<file path="src/rtl/compl_mul_pkg.sv">
// Shared types for the compl_mul arbiter: operand/result widths, operand and result bundles, FSM states.
package compl_mul_pkg;

  localparam int DATA_W = 18;
  localparam int RES_W  = 37;

  typedef struct packed {
    logic signed [DATA_W-1:0] a_i;
    logic signed [DATA_W-1:0] a_q;
    logic signed [DATA_W-1:0] b_i;
    logic signed [DATA_W-1:0] b_q;
  } cplx_op_t;

  typedef struct packed {
    logic signed [RES_W-1:0] i;
    logic signed [RES_W-1:0] q;
  } cplx_res_t;

  typedef enum logic [1:0] {INIT, RUN, DRAIN} state_t;

endpackage

</file>
<file path="src/rtl/rr_arbiter.sv">
// Round-robin arbiter: one-hot grant to the first requester after the last winner, wrapping around.
module rr_arbiter #(
  parameter int N  = 4,
  parameter int IW = $clog2(N)
) (
  input  logic          clk,
  input  logic          arst_n,
  input  logic [N-1:0]  req,
  input  logic          advance,
  output logic [N-1:0]  grant,
  output logic [IW-1:0] grant_idx
);

  logic [IW-1:0] ptr;
  logic          found;
  int            idx;

  always_comb begin
    grant     = '0;
    grant_idx = '0;
    found     = 1'b0;
    idx       = 0;
    for (int i = 1; i <= N; i++) begin
      idx = int'(ptr) + i;
      if (idx >= N) idx = idx - N;
      if (!found && req[idx]) begin
        found      = 1'b1;
        grant[idx] = 1'b1;
        grant_idx  = IW'(idx);
      end
    end
  end

  // Pointer starts at the last requester so requester 0 wins first after reset.
  always_ff @(posedge clk or negedge arst_n) begin
    if (!arst_n) ptr <= IW'(N - 1);
    else if (advance) ptr <= grant_idx;
  end

endmodule

</file>
<file path="src/rtl/compl_mul_arbiter.sv">
// Round-robin front end sharing one compl_mul among N_REQ requesters; results return tagged with the requester ID.
// Optional: define COMPL_MUL_ARB_STATS_EN for per-requester saturating grant counters on stat_grant_o.
module compl_mul_arbiter
  import compl_mul_pkg::*;
#(
  parameter int N_REQ   = 4,
  parameter int MUL_LAT = 1,
  parameter int ID_W    = $clog2(N_REQ)
) (
  input  logic                      clk_i,
  input  logic                      arst_n_i,
  input  logic                      flush_i,
  input  logic [N_REQ-1:0]          req_valid_i,
  output logic [N_REQ-1:0]          req_ready_o,
  input  logic [N_REQ*DATA_W-1:0]   req_a_i_i,
  input  logic [N_REQ*DATA_W-1:0]   req_a_q_i,
  input  logic [N_REQ*DATA_W-1:0]   req_b_i_i,
  input  logic [N_REQ*DATA_W-1:0]   req_b_q_i,
  output logic                      mul_srst_o,
  output logic signed [DATA_W-1:0]  mul_a_i_o,
  output logic signed [DATA_W-1:0]  mul_a_q_o,
  output logic signed [DATA_W-1:0]  mul_b_i_o,
  output logic signed [DATA_W-1:0]  mul_b_q_o,
  input  logic signed [RES_W-1:0]   mul_i_i,
  input  logic signed [RES_W-1:0]   mul_q_i,
  output logic                      res_valid_o,
  output logic [ID_W-1:0]           res_id_o,
  output logic signed [RES_W-1:0]   res_i_o,
  output logic signed [RES_W-1:0]   res_q_o,
  output logic                      idle_o
`ifdef COMPL_MUL_ARB_STATS_EN
  ,
  output logic [N_REQ*16-1:0]       stat_grant_o
`endif
);

  state_t           state, state_nxt;
  logic             init_cnt;
  logic             grant_en, xfer, pipe_empty;
  logic [N_REQ-1:0] arb_req, grant;
  logic [ID_W-1:0]  gnt_idx;
  cplx_op_t         sel_op, op_p0;
  logic [MUL_LAT:0] vld_p;
  logic [ID_W-1:0]  id_p [MUL_LAT+1];
  logic             res_vld_p1;
  logic [ID_W-1:0]  res_id_p1;
  cplx_res_t        res_p1;

  assign grant_en    = (state == RUN) && !flush_i;
  assign arb_req     = grant_en ? req_valid_i : '0;
  assign xfer        = |grant;
  assign req_ready_o = grant;
  assign pipe_empty  = ~|vld_p;
  assign mul_srst_o  = (state == INIT);
  assign idle_o      = (state == RUN) && !xfer && pipe_empty;

  rr_arbiter #(.N(N_REQ), .IW(ID_W)) u_rr (
    .clk       (clk_i),
    .arst_n    (arst_n_i),
    .req       (arb_req),
    .advance   (xfer),
    .grant     (grant),
    .grant_idx (gnt_idx)
  );

  // INIT holds the multiplier in reset for two clocks; DRAIN waits for in-flight IDs to retire.
  always_comb begin
    state_nxt = state;
    unique case (state)
      INIT:    if (init_cnt) state_nxt = RUN;
      RUN:     if (flush_i) state_nxt = DRAIN;
      DRAIN:   if (pipe_empty) state_nxt = INIT;
      default: state_nxt = INIT;
    endcase
  end

  always_ff @(posedge clk_i or negedge arst_n_i) begin
    if (!arst_n_i) begin
      state    <= INIT;
      init_cnt <= 1'b0;
    end else begin
      state    <= state_nxt;
      init_cnt <= (state == INIT) ? ~init_cnt : 1'b0;
    end
  end

  always_comb begin
    sel_op.a_i = req_a_i_i[32'(gnt_idx)*DATA_W +: DATA_W];
    sel_op.a_q = req_a_q_i[32'(gnt_idx)*DATA_W +: DATA_W];
    sel_op.b_i = req_b_i_i[32'(gnt_idx)*DATA_W +: DATA_W];
    sel_op.b_q = req_b_q_i[32'(gnt_idx)*DATA_W +: DATA_W];
  end

  // Stage p0: issue to the multiplier; valid/ID shift alongside its latency.
  always_ff @(posedge clk_i or negedge arst_n_i) begin
    if (!arst_n_i) begin
      op_p0 <= '0;
      vld_p <= '0;
      for (int k = 0; k <= MUL_LAT; k++) id_p[k] <= '0;
    end else begin
      op_p0    <= xfer ? sel_op : '0;
      vld_p[0] <= xfer;
      id_p[0]  <= gnt_idx;
      for (int k = 1; k <= MUL_LAT; k++) begin
        vld_p[k] <= vld_p[k-1];
        id_p[k]  <= id_p[k-1];
      end
    end
  end

  assign mul_a_i_o = op_p0.a_i;
  assign mul_a_q_o = op_p0.a_q;
  assign mul_b_i_o = op_p0.b_i;
  assign mul_b_q_o = op_p0.b_q;

  // Stage p1: capture the multiplier output when the tail of the ID pipe is valid.
  always_ff @(posedge clk_i or negedge arst_n_i) begin
    if (!arst_n_i) begin
      res_vld_p1 <= 1'b0;
      res_id_p1  <= '0;
      res_p1     <= '0;
    end else begin
      res_vld_p1 <= vld_p[MUL_LAT];
      if (vld_p[MUL_LAT]) begin
        res_id_p1 <= id_p[MUL_LAT];
        res_p1.i  <= mul_i_i;
        res_p1.q  <= mul_q_i;
      end else begin
        res_id_p1 <= '0;
        res_p1    <= '0;
      end
    end
  end

  assign res_valid_o = res_vld_p1;
  assign res_id_o    = res_id_p1;
  assign res_i_o     = res_p1.i;
  assign res_q_o     = res_p1.q;

`ifdef COMPL_MUL_ARB_STATS_EN
  logic [15:0] stat_cnt [N_REQ];

  function automatic logic [15:0] sat_inc16(input logic [15:0] v);
    return (v == 16'hFFFF) ? v : v + 16'd1;
  endfunction

  always_ff @(posedge clk_i or negedge arst_n_i) begin
    if (!arst_n_i) begin
      for (int k = 0; k < N_REQ; k++) stat_cnt[k] <= '0;
    end else if (state_nxt == INIT && state != INIT) begin
      for (int k = 0; k < N_REQ; k++) stat_cnt[k] <= '0;
    end else begin
      for (int k = 0; k < N_REQ; k++)
        if (grant[k]) stat_cnt[k] <= sat_inc16(stat_cnt[k]);
    end
  end

  always_comb begin
    stat_grant_o = '0;
    for (int k = 0; k < N_REQ; k++) stat_grant_o[16*k +: 16] = stat_cnt[k];
  end
`endif

endmodule

</file>
<file path="config.mk">
export PLATFORM = sky130hd
export DESIGN_NAME = compl_mul_arbiter
export DESIGN_NICKNAME = d
export VERILOG_FILES = /design/src/rtl/compl_mul_pkg.sv /design/src/rtl/rr_arbiter.sv /design/src/rtl/compl_mul_arbiter.sv
export SDC_FILE = /design/constraint.sdc
export NUM_CORES = 1
export LEC_CHECK = 0
export ABC_CLOCK_PERIOD_IN_PS = 8300
export CORE_AREA = 2 2 206 208
export CTS_CLUSTER_SIZE = 16
export DETAILED_ROUTE_END_ITERATION = 8
export DIE_AREA = 0 0 208 210
export DONT_BUFFER_PORTS = 1
export HOLD_SLACK_MARGIN = 0.12
export PLACE_DENSITY_LB_ADDON = 0.25
export SLEW_MARGIN = 10
export SYNTH_ARGS = -nofsm -noshare
export SYNTH_HDL_FRONTEND = slang
export SYNTH_SLANG_ARGS = --single-unit
export TNS_END_PERCENT = 50
</file>
<file path="constraint.sdc">
create_clock -name clk_i -period 8.3 [get_ports clk_i]
set_input_delay 0 -clock clk_i [delete_from_list [all_inputs] [get_ports clk_i]]
set_output_delay 0 -clock clk_i [all_outputs]
set_load 0.02 [all_outputs]
</file>
# Word level (Yosys, flattened, before mapping)
# Index checks and enable logic that the tools add are counted.
[totals]
reg_bits = 160
input_bits = 369
out_inout_bits = 155
wordCells = 112
[op_classes]
addsub = 8
n_mul = 1
order_cmp = 12
eq_ne = 5
shift = 4
mux = 44
bitwise = 4
n_reduce_logical = 20
[op_table]
columns = ["cell", "n"]
rows = [
  ["72-bit by 8-bit indexed part select with 18-bit output", 4],
  ["32-bit by 1-bit >= comparator with 1-bit output (second input constant)", 4],
  ["32-bit by 4-bit >= comparator with 1-bit output (second input constant)", 4],
  ["32-bit by 4-bit less-than comparator with 1-bit output (second input constant)", 4],
  ["32-bit two-way mux", 4],
  ["32-bit by 4-bit subtractor with 32-bit output (second input constant)", 4],
  ["74-bit two-way mux", 1],
  ["72-bit two-way mux", 1],
  ["4-bit two-way mux", 5],
  ["1-bit two-way mux", 16],
  ["2-bit two-way mux", 8],
  ["4-bit bitwise OR", 3],
  ["1-bit logical AND", 10],
  ["1-bit binary-select mux with 2-bit select", 4],
  ["1-bit demux with 2-bit select", 4],
  ["2-bit by 2-bit adder with 3-bit output (second input constant)", 2],
  ["1-bit zero test", 6],
  ["2-bit by 4-bit multiplier with 6-bit output (second input constant)", 1],
  ["2-bit case mux with 3 select lines", 1],
  ["2-bit by 3-bit adder with 4-bit output (second input constant)", 1],
  ["2-bit inequality test (second input constant)", 2],
  ["4-bit OR reduction", 1],
  ["2-bit by 1-bit adder with 3-bit output (second input constant)", 1],
  ["3-bit AND reduction", 1],
  ["6 further kinds", 6],
]

# Longest topological paths before layout
# Gate-level depths: netlist of the first run.
[depth]
word_depth = 20
ltp_mapped = 12
mapped_depth_nobuf = 8

# Cells and area by module
# A second synthesis of the first run with hierarchy kept.
[hier_totals]
cells_unflattened = 482
area_unflattened_um2 = 7460.9
[by_module_without_submodules]
columns = ["mod", "n_inst", "cells_per_inst", "area_each_um2", "seq_area_each_um2"]
rows = [
  ["compl_mul_arbiter", 1, 427, 6924.1, 3953.8],
  ["rr_arbiter", 1, 55, 536.8, 52.6],
]

# Worst setup path before layout of the first run
# OpenSTA, ideal clock, no wires.
[synth_path]
kind = "reg2reg"
start = "register u_rr.ptr[0]"
end = "register op_p0 (netlist bit mul_b_i_o[0])"
setup_ns = 0.147
arrival_ns = 3.135
required_time_ns = 8.153
path_slack_ns = 5.019
path_stages_with_launch = 12
n_path_buf = 3
period_less_slack_ns = 3.281
cell_sequence = "dfstp_2 -> buf_2 -> inv_1 -> ha_1 -> clkbuf_1 -> and3b_1 -> a211oi_1 -> a211oi_1 -> a311o_1 -> a2111oi_4 -> clkbuf_1 -> a311oi_1"
[synth_via]
word_cells_on_any_way = 72
cone_classes = "add/sub (8); mul (1); order compare (12); shift (1); mux (36); bitwise (3); reduce/logical (11)"
[synth_rtl]
columns = ["item", "line_no", "source"]
rows = [
  ["from (decl)", "rr_arbiter.sv:14", "logic [IW-1:0] ptr;"],
  ["from (signal assigned)", "rr_arbiter.sv:36", "if (!arst_n) ptr <= IW'(N - 1);"],
  ["from (signal assigned)", "rr_arbiter.sv:37", "else if (advance) ptr <= grant_idx;"],
  ["parallel branches: the longest is 15 deep, another holds 32-bit by 4-bit subtractor with 32-bit output", "n/a", ""],
  ["4-bit two-way mux *", "rr_arbiter.sv:26", "if (!found && req[idx]) begin"],
  ["via req_ready_o[2]", "compl_mul_arbiter.sv:14", "output logic [N_REQ-1:0] req_ready_o,"],
  ["4-bit OR reduction *", "compl_mul_arbiter.sv:51", "assign xfer = |grant;"],
  ["72-bit two-way mux *", "compl_mul_arbiter.sv:101", "op_p0 <= xfer ? sel_op : '0;"],
  ["to (signal assigned)", "compl_mul_arbiter.sv:101", ""],
  ["to (decl)", "compl_mul_arbiter.sv:42", "cplx_op_t sel_op, op_p0;"],
]
# Mark *: on every way through the listed nets, which the timed path passes. The select of a mux whose other input is x is not followed.
# A chain may end at the register's enable or synchronous reset.

# Final worst setup path of the first run
[layout_path]
start = "register u_rr.ptr[0]"
end = "register op_p0 (netlist bit mul_b_i_o[9])"
[layout_via]
elab_chain_len = 19
word_cells_on_any_way = 72
cone_classes = "add/sub (8); mul (1); order compare (12); shift (1); mux (36); bitwise (3); reduce/logical (11)"
[layout_lines]
columns = ["item", "line_no", "source"]
rows = [
  ["2-bit by 1-bit adder with 3-bit output", "rr_arbiter.sv:24", "idx = int'(ptr) + i;"],
  ["32-bit by 4-bit subtractor with 32-bit output / 32-bit by 4-bit >= comparator with 1-bit output (equally long branches)", "rr_arbiter.sv:25", "if (idx >= N) idx = idx - N;"],
  ["32-bit two-way mux", "rr_arbiter.sv:25", ""],
  ["1-bit binary-select mux with 2-bit select", "rr_arbiter.sv:26", ""],
  ["1-bit two-way mux (not written as such) (2 in series)", "rr_arbiter.sv:26", ""],
  ["1-bit two-way mux", "rr_arbiter.sv:26", ""],
  ["1-bit zero test", "rr_arbiter.sv:26", ""],
  ["1-bit logical AND", "rr_arbiter.sv:26", ""],
  ["[... 2 more ...]", "n/a", ""],
  ["1-bit logical AND", "rr_arbiter.sv:26", ""],
  ["1-bit two-way mux", "rr_arbiter.sv:26", ""],
  ["1-bit zero test", "rr_arbiter.sv:26", ""],
  ["1-bit logical AND", "rr_arbiter.sv:26", ""],
  ["2-bit two-way mux", "rr_arbiter.sv:26", ""],
  ["2-bit by 4-bit multiplier with 6-bit output", "compl_mul_arbiter.sv:90", "sel_op.b_i = req_b_i_i[32'(gnt_idx)*DATA_W +: DATA_W];"],
  ["72-bit by 8-bit indexed part select with 18-bit output", "compl_mul_arbiter.sv:90", ""],
  ["72-bit two-way mux *", "compl_mul_arbiter.sv:101", ""],
]
# Every way passes the cells marked *; elsewhere a longest branch is shown, timed or not. The select of a mux whose other input is x is not followed.

==> results of run 1 <==
==> metal layers <==
| layer | GRT usage | wire length [um] |
|---|---|---|
| met2 | 0.2267 | 15130 |
| met5 | 0 | 13 |
| met3 | 0.04321 | 2284 |
| met1 | 0.1442 | 11140 |
| met4 | 0.05772 | 886 |
==> power by group through the flow <==
stage	clock (mW)	sequential, mW	combinational, mW
2_1_floorplan	0	1.17	0.513
3_3_place_gp	0	1.24	0.666
3_5_place_dp	0	1.23	0.669
4_1_cts	0.848	1.22	0.882
5_1_grt	0.878	1.23	0.965
6_report	0.814	1.22	0.878
==> state kept, by name (all words and copies together), names as in the netlist <==
register	count
u_rr.ptr	2
mul_a_q_o	18
id_p	4
res_id_o	2
mul_b_q_o	18
res_i_o	37
init_cnt	1
res_valid_o	1
mul_a_i_o	18
res_q_o	37
vld_p	2
state	2
mul_b_i_o	18
==> logic make-up (layout without fill, tap and decap cells) <==
logic type               after synthesis  in the layout
buffers and inverters                 84            272
multiplexers                           5              5
flip-flops                           160            160
adder cells (fa/ha/maj)                8              8
AND/OR/NAND/NOR                      325            325
other                                  0              1
AO/OA/AOI/OAI                        170            170
==> placed cells by master, fill, tap and decap left out, types with 3 or more instances in the layout <==
cell type      instances
a211oi_1              74
a21oi_1                5
a311oi_1              72
and2_1                77
and3_1                72
and3b_1                3
buf_4                 10
clkbuf_16             17
clkinvlp_4             3
dfrtp_1              158
dlygate4sd3_1        220
ha_1                   8
inv_1                  9
inv_6                  6
inv_8                  3
mux2i_1                3
nand2_1              153
nor2_1                 8
o21ai_0                3
==> timing repair <==
item	4_1_cts	5_1_grt
endpoints found under the hold margin	308	0
endpoints found under the setup margin	0	0
hold buffers	221	0
==> critical path, cell delays in order, from the launching register on <==
cell and delay, ns:
dfstp_2 0.78, inv_1 0.19, ha_1 0.45, a21oi_1 0.10
o221ai_4 0.18, buf_4 0.58, nand2_4 0.54, inv_2 0.61
buf_4 0.58, nand2_1 0.14, a311oi_1 0.29, dlygate4sd3_1 0.59
==> per-stage QoR <==
step,setup WS (ns),std cells,power (mW)
after floorplan,5.019,752,1.687
after global placement,3.672,1227,1.906
after detailed placement,3.540,1227,1.903
after CTS,3.023,1479,2.951
after global routing,2.661,1480,3.074
final,3.117,1480,2.907
==> path summary, 6_finish.rpt <==
path	to	slack, ns	cells after the start
setup / recovery	mul_b_i_o[9]	3.12	11
hold / removal	res_i_o[1]	0.17	2
setup reg to reg	mul_b_i_o[9]	3.12	11
hold reg to reg	id_p[0]	0.35	0
max in group asynchronous	mul_a_q_o[6]	7.29	2
min in group clk_i	u_rr.ptr[0]	0.19	4
==> final cells by class <==
type,count,area (um^2),area share
Tap cell,539,674.4,0.06209
Sequential cell,160,4006,0.3689
Multi-Input combinational cell,508,3242,0.2985
Antenna cell,1,2.502,0.0002304
Clock buffer,17,425.4,0.03917
Inverter,10,37.54,0.003456
Clock inverter,14,168.9,0.01555
Timing Repair Buffer,231,2305,0.2122
==> results.json, run 1 <==
{
  "synth_area_leaders": "dfrtp_1 52%, a311oi_1 8.3%, nand2_1 7.6%",
  "seq_area_frac_synth": 0.5288,
  "utilization": 0.2619,
  "synth_common_cells": "158 x dfrtp_1, 154 x nand2_1, 77 x and2_1",
  "synth_mux_area_frac": 0.009909,
  "cts-root-buf": "clkbuf_16",
  "path_clk_slew_ns": 0.08,
  "worst_pin_slew_ns": 0.9880,
  "io_pins": 524,
  "synth_warnings": 0,
  "cts_resized": 0,
  "area_growth_pct": 43.37,
  "crit_path_end_kind": "flip-flop",
  "hold_violations": 0,
  "core_um2": 41480,
  "internal-power_mw": 1.749,
  "drv_slew": 0,
  "status": "completed",
  "syn_nets": 1129,
  "start_kind": "flip-flop",
  "fin_crit_sh": 0.6244,
  "synthAdderAreaFrac": 0.01321,
  "hold_path_class": "in2async",
  "synth_top_family_by_area": "simple AND/OR/NAND/NOR gates",
  "clock_sinks": 160,
  "cts_tree": "yes",
  "die_area_um2": 43680,
  "slew_headroom": 0.3413,
  "hpwl_mm": 20.25,
  "synth_top_flop_cell": "dfrtp_1",
  "die_y_um": 210,
  "ant_nets": 0,
  "p_per_area_nw_per_um2": 267.7,
  "cp.arrival_ns": 5.56,
  "yosys.area.top_type": "dfrtp_1",
  "power_frac_comb": 0.302,
  "first_global_vias": 7029,
  "fin_tns_setup_ns": 0,
  "layout-drive-gt1-share": 0.05851,
  "synth_edf_count": 0,
  "routed_wl_mm": 29.46,
  "clock.fmax_mhz": 193.0,
  "p_sw_frac": 0.3986,
  "grt_overflow": 0,
  "yosysMostFrequentCell": "dfrtp_1",
  "seq_power_share": 0.418,
  "drc": 0,
  "cp_max_fo": 73,
  "gp_congestion": 0.7828,
  "drtIter0Drc": 538,
  "drv_cap": 0,
  "synth-seq-cells": 160,
  "path_class": "reg2reg",
  "p_leak_nw": 5.056,
  "wl_per_cell_um": 19.90,
  "synthCells": 752,
  "antenna_found_initial": 2,
  "cts_max_path_buffers": 2,
  "yosys.area_share.simple": 0.2177,
  "postCtsSetupBuffers": 0,
  "crit_start": "u_rr.ptr[0]",
  "htreeDepth": 4,
  "die_w_um": 208,
  "placed_cell_area_um2": 8035,
  "fillers": 4351,
  "skew_ns": 0.008955,
  "synth.cell_area_um2": 7576,
  "power.share.clock": 0.280,
  "design_area_um2": 10860,
  "nNetsFinal": 1305,
  "rows": 75,
  "synth_compound_area_frac": 0.1827,
  "regToRegStartpoint": "u_rr.ptr[0]",
  "start_util": 0.1827,
  "clkLatencyLatePin_ns": 0.44,
  "grt_pass1_wl_mm": 42.59,
  "layout_min_cycle_time_ns": 5.183,
  "whs_ns": 0.1727,
  "synth.distinct_cells": 40,
  "async_flop_share": 1.000,
  "rsz0062_at_grt": "false",
  "drt-pass1-iter-count": 4,
  "vias": 6788,
  "vdd_drop_max_mv": 0.1195,
  "io_buffer_count": 0,
  "yosysTopAreaCellShare": 0.5219,
  "worstPathRequired_ns": 8.68,
  "syn_area_per_cell_um2": 10.07,
  "setup_viol": 0,
  "synth_xor_area_frac": 0,
  "numCtsBuffers": 17,
  "grtUsageTotal": 0.1301,
  "grt_max_degree": 161,
  "power_switching_mw": 1.159,
  "vias_per_cell": 4.586
}
No activity file was read; power rests on OpenSTA's default activity.
==> run 2, diff against run 1 <==
--- a/config.mk
+++ b/config.mk
@@ -5,7 +5,7 @@
 export SDC_FILE = /design/constraint.sdc
 export NUM_CORES = 1
 export LEC_CHECK = 0
-export ABC_CLOCK_PERIOD_IN_PS = 8300
+export ABC_CLOCK_PERIOD_IN_PS = 4500
 export CORE_AREA = 2 2 206 208
 export CTS_CLUSTER_SIZE = 16
 export DETAILED_ROUTE_END_ITERATION = 8
==> constraint.sdc (replaced) <==
create_clock -name clk_i -period 4.5 [get_ports clk_i]
set_input_delay 0 -clock clk_i [delete_from_list [all_inputs] [get_ports clk_i]]
set_output_delay 0 -clock clk_i [all_outputs]
set_load 0.02 [all_outputs]
==> run 2 against run 1 <==
Via count up 0.99%. Critical endpoint is now mul_b_i_o[16]. Global-route usage up 0.068 points. Flip-flop and latch count unchanged. Largest cell class unchanged. Cell count grew 0.20%. Power grew 88%. Clock skew up 0.0035 ns. Register-to-register slack worse by 2.8 ns. Sequential power grew 83%. Wire length increased by 1.0%.
==> results.json, run 2 (synthesis gave the netlist of run 1 again) <==
{
  "drtIter0Drc": 572,
  "clkLatencyLatePin_ns": 0.44,
  "setup_slack_ns": 0.3123,
  "cts_max_path_buffers": 2,
  "cpPeakStageDelay_ns": 0.78,
  "start_kind": "flip-flop",
  "cts-root-buf": "clkbuf_16",
  "routed_wl_mm": 29.76,
  "drc": 0,
  "rows": 75,
  "slowest_stage": "dfstp_2",
  "clock.fmax_mhz": 238.8,
  "fillers": 4339,
  "utilization": 0.2642,
  "htreeDepth": 4,
  "mostFrequentLayoutCells": "220 x dlygate4sd3_1, 158 x dfrtp_1, 153 x nand2_1",
  "clock_sinks": 160,
  "multi_input_area_um2": 3242,
  "hold_path_class": "in2reg",
  "layout-drive-gt1-share": 0.05951,
  "placed_cells": 1227,
  "status": "completed",
  "area_growth_pct": 44.66,
  "cp.arrival_ns": 4.52,
  "critPathTopFamily": "compound AO/OA/AOI/OAI gates",
  "die_y_um": 210,
  "stdcell_count": 1483,
  "fin_crit_sh": 0.9306,
  "crit_top_cell": "a211oi_1",
  "path_clk_slew_ns": 0.08,
  "io_buffer_count": 0,
  "cts_tree": "yes",
  "grt_pass1_wl_mm": 42.74,
  "die_w_um": 208,
  "cp_max_fo": 54,
  "drv_slew": 0,
  "core_um2": 41480,
  "dp_worst_setup_slack_ns": 0.7550,
  "vdd_drop_max_mv": 0.2607,
  "die_area_um2": 43680,
  "hold_violations": 0,
  "layout_commonest_cell": "dlygate4sd3_1",
  "critPathBufInv": 3,
  "vias_per_cell": 4.622,
  "first_global_vias": 7024,
  "rsz0062_at_grt": "false",
  "drv_cap": 0,
  "nNetsFinal": 1305,
  "worstPathRequired_ns": 4.83,
  "setup_viol": 0,
  "path_class": "reg2reg",
  "numCtsBuffers": 17,
  "p_per_area_nw_per_um2": 497.9,
  "grt_overflow": 0,
  "skew_ns": 0.01248,
  "gp_congestion": 0.7937,
  "grt_max_degree": 161,
  "layout_min_cycle_time_ns": 4.188,
  "drt-pass1-iter-count": 4,
  "grtUsageTotal": 0.1307,
  "p_leak_nw": 5.104,
  "fin_tns_setup_ns": 0,
  "slew_headroom": 0.4510,
  "hpwl_mm": 19.91,
  "path_cells": "inv_1, ha_1, and3b_1, a211oi_1, a211oi_1, a311o_1, a2111oi_4, buf_12, a311oi_1, dlygate4sd3_1",
  "wl_per_cell_um": 20.06,
  "io_pins": 524,
  "worst_pin_slew_ns": 0.8234,
  "ant_nets": 0,
  "vias": 6855,
  "start_util": 0.1827,
  "whs_ns": 0.2102,
  "antenna_found_initial": 2,
  "seq_area_um2": 4006,
  "crit_path_end_kind": "flip-flop"
}
run 2: cell types whose count changed in the layout (fill, tap and decap cells not counted), moves of 2 or more:
cell        delta
buf_4          -6
buf_12         +5
clkbuf_8       +2
clkinv_4       +2
clkinvlp_4     -2
diode_2        +2
run 2: final cells by class:
cell class | instances | area share
clock buffer | 19 | 0.04133
clock inverter | 13 | 0.01530
inverter | 10 | 0.003425
timing repair buffer | 231 | 0.2163
multi-input combinational | 508 | 0.2958
antenna | 3 | 0.0006850
sequential | 160 | 0.3656
tap | 539 | 0.06154
run 2: report_power, final:
group	leakage [nW]	total (mW)	switching (mW)	internal [mW]
logic	2.62	1.68	0.972	0.704
clock network	0.302	1.55	0.678	0.870
registers	2.18	2.23	0.512	1.72
total	5.10	5.46	2.16	3.29
run 2: through the flow:
| step | cell area, um^2 | power [mW] |
|---|---|---|
| 6_report | 10960 | 5.456 |
| 5_1_grt | 10960 | 5.765 |
| 4_1_cts | 10950 | 5.552 |
| 3_5_place_dp | 8098 | 3.564 |
| 3_3_place_gp | 8098 | 3.566 |
| 2_1_floorplan | 7576 | 3.111 |
run 2: per-layer routing:
metal,wire length [um],global-route usage,vias to the layer above
li1,-,-,3060
met1,11440,0.1430,3359
met2,14940,0.2266,382
met3,2218,0.04067,54
met4,1154,0.07068,0
met5,0,0,-
run 2: path summary, 6_finish.rpt:
kind	slack [ns]	from	endpoint	cells past startpoint
max	0.31	u_rr.ptr[0]	mul_b_i_o[16]	10
min	0.21	mul_q_i[21]	res_q_o[21]	2
max reg2reg	0.31	u_rr.ptr[0]	mul_b_i_o[16]	10
min reg2reg	0.35	id_p[2]	id_p[0]	0
max in group asynchronous	3.63	arst_n_i	mul_a_i_o[12]	2
min in group asynchronous	0.26	arst_n_i	res_q_o[21]	2
run 2: timing repair:
item	4_1_cts	5_1_grt
buffers inserted	0	0
resized for setup	0	1
hold endpoints to repair	308	0
setup endpoints to repair	0	1
hold buffers	221	0
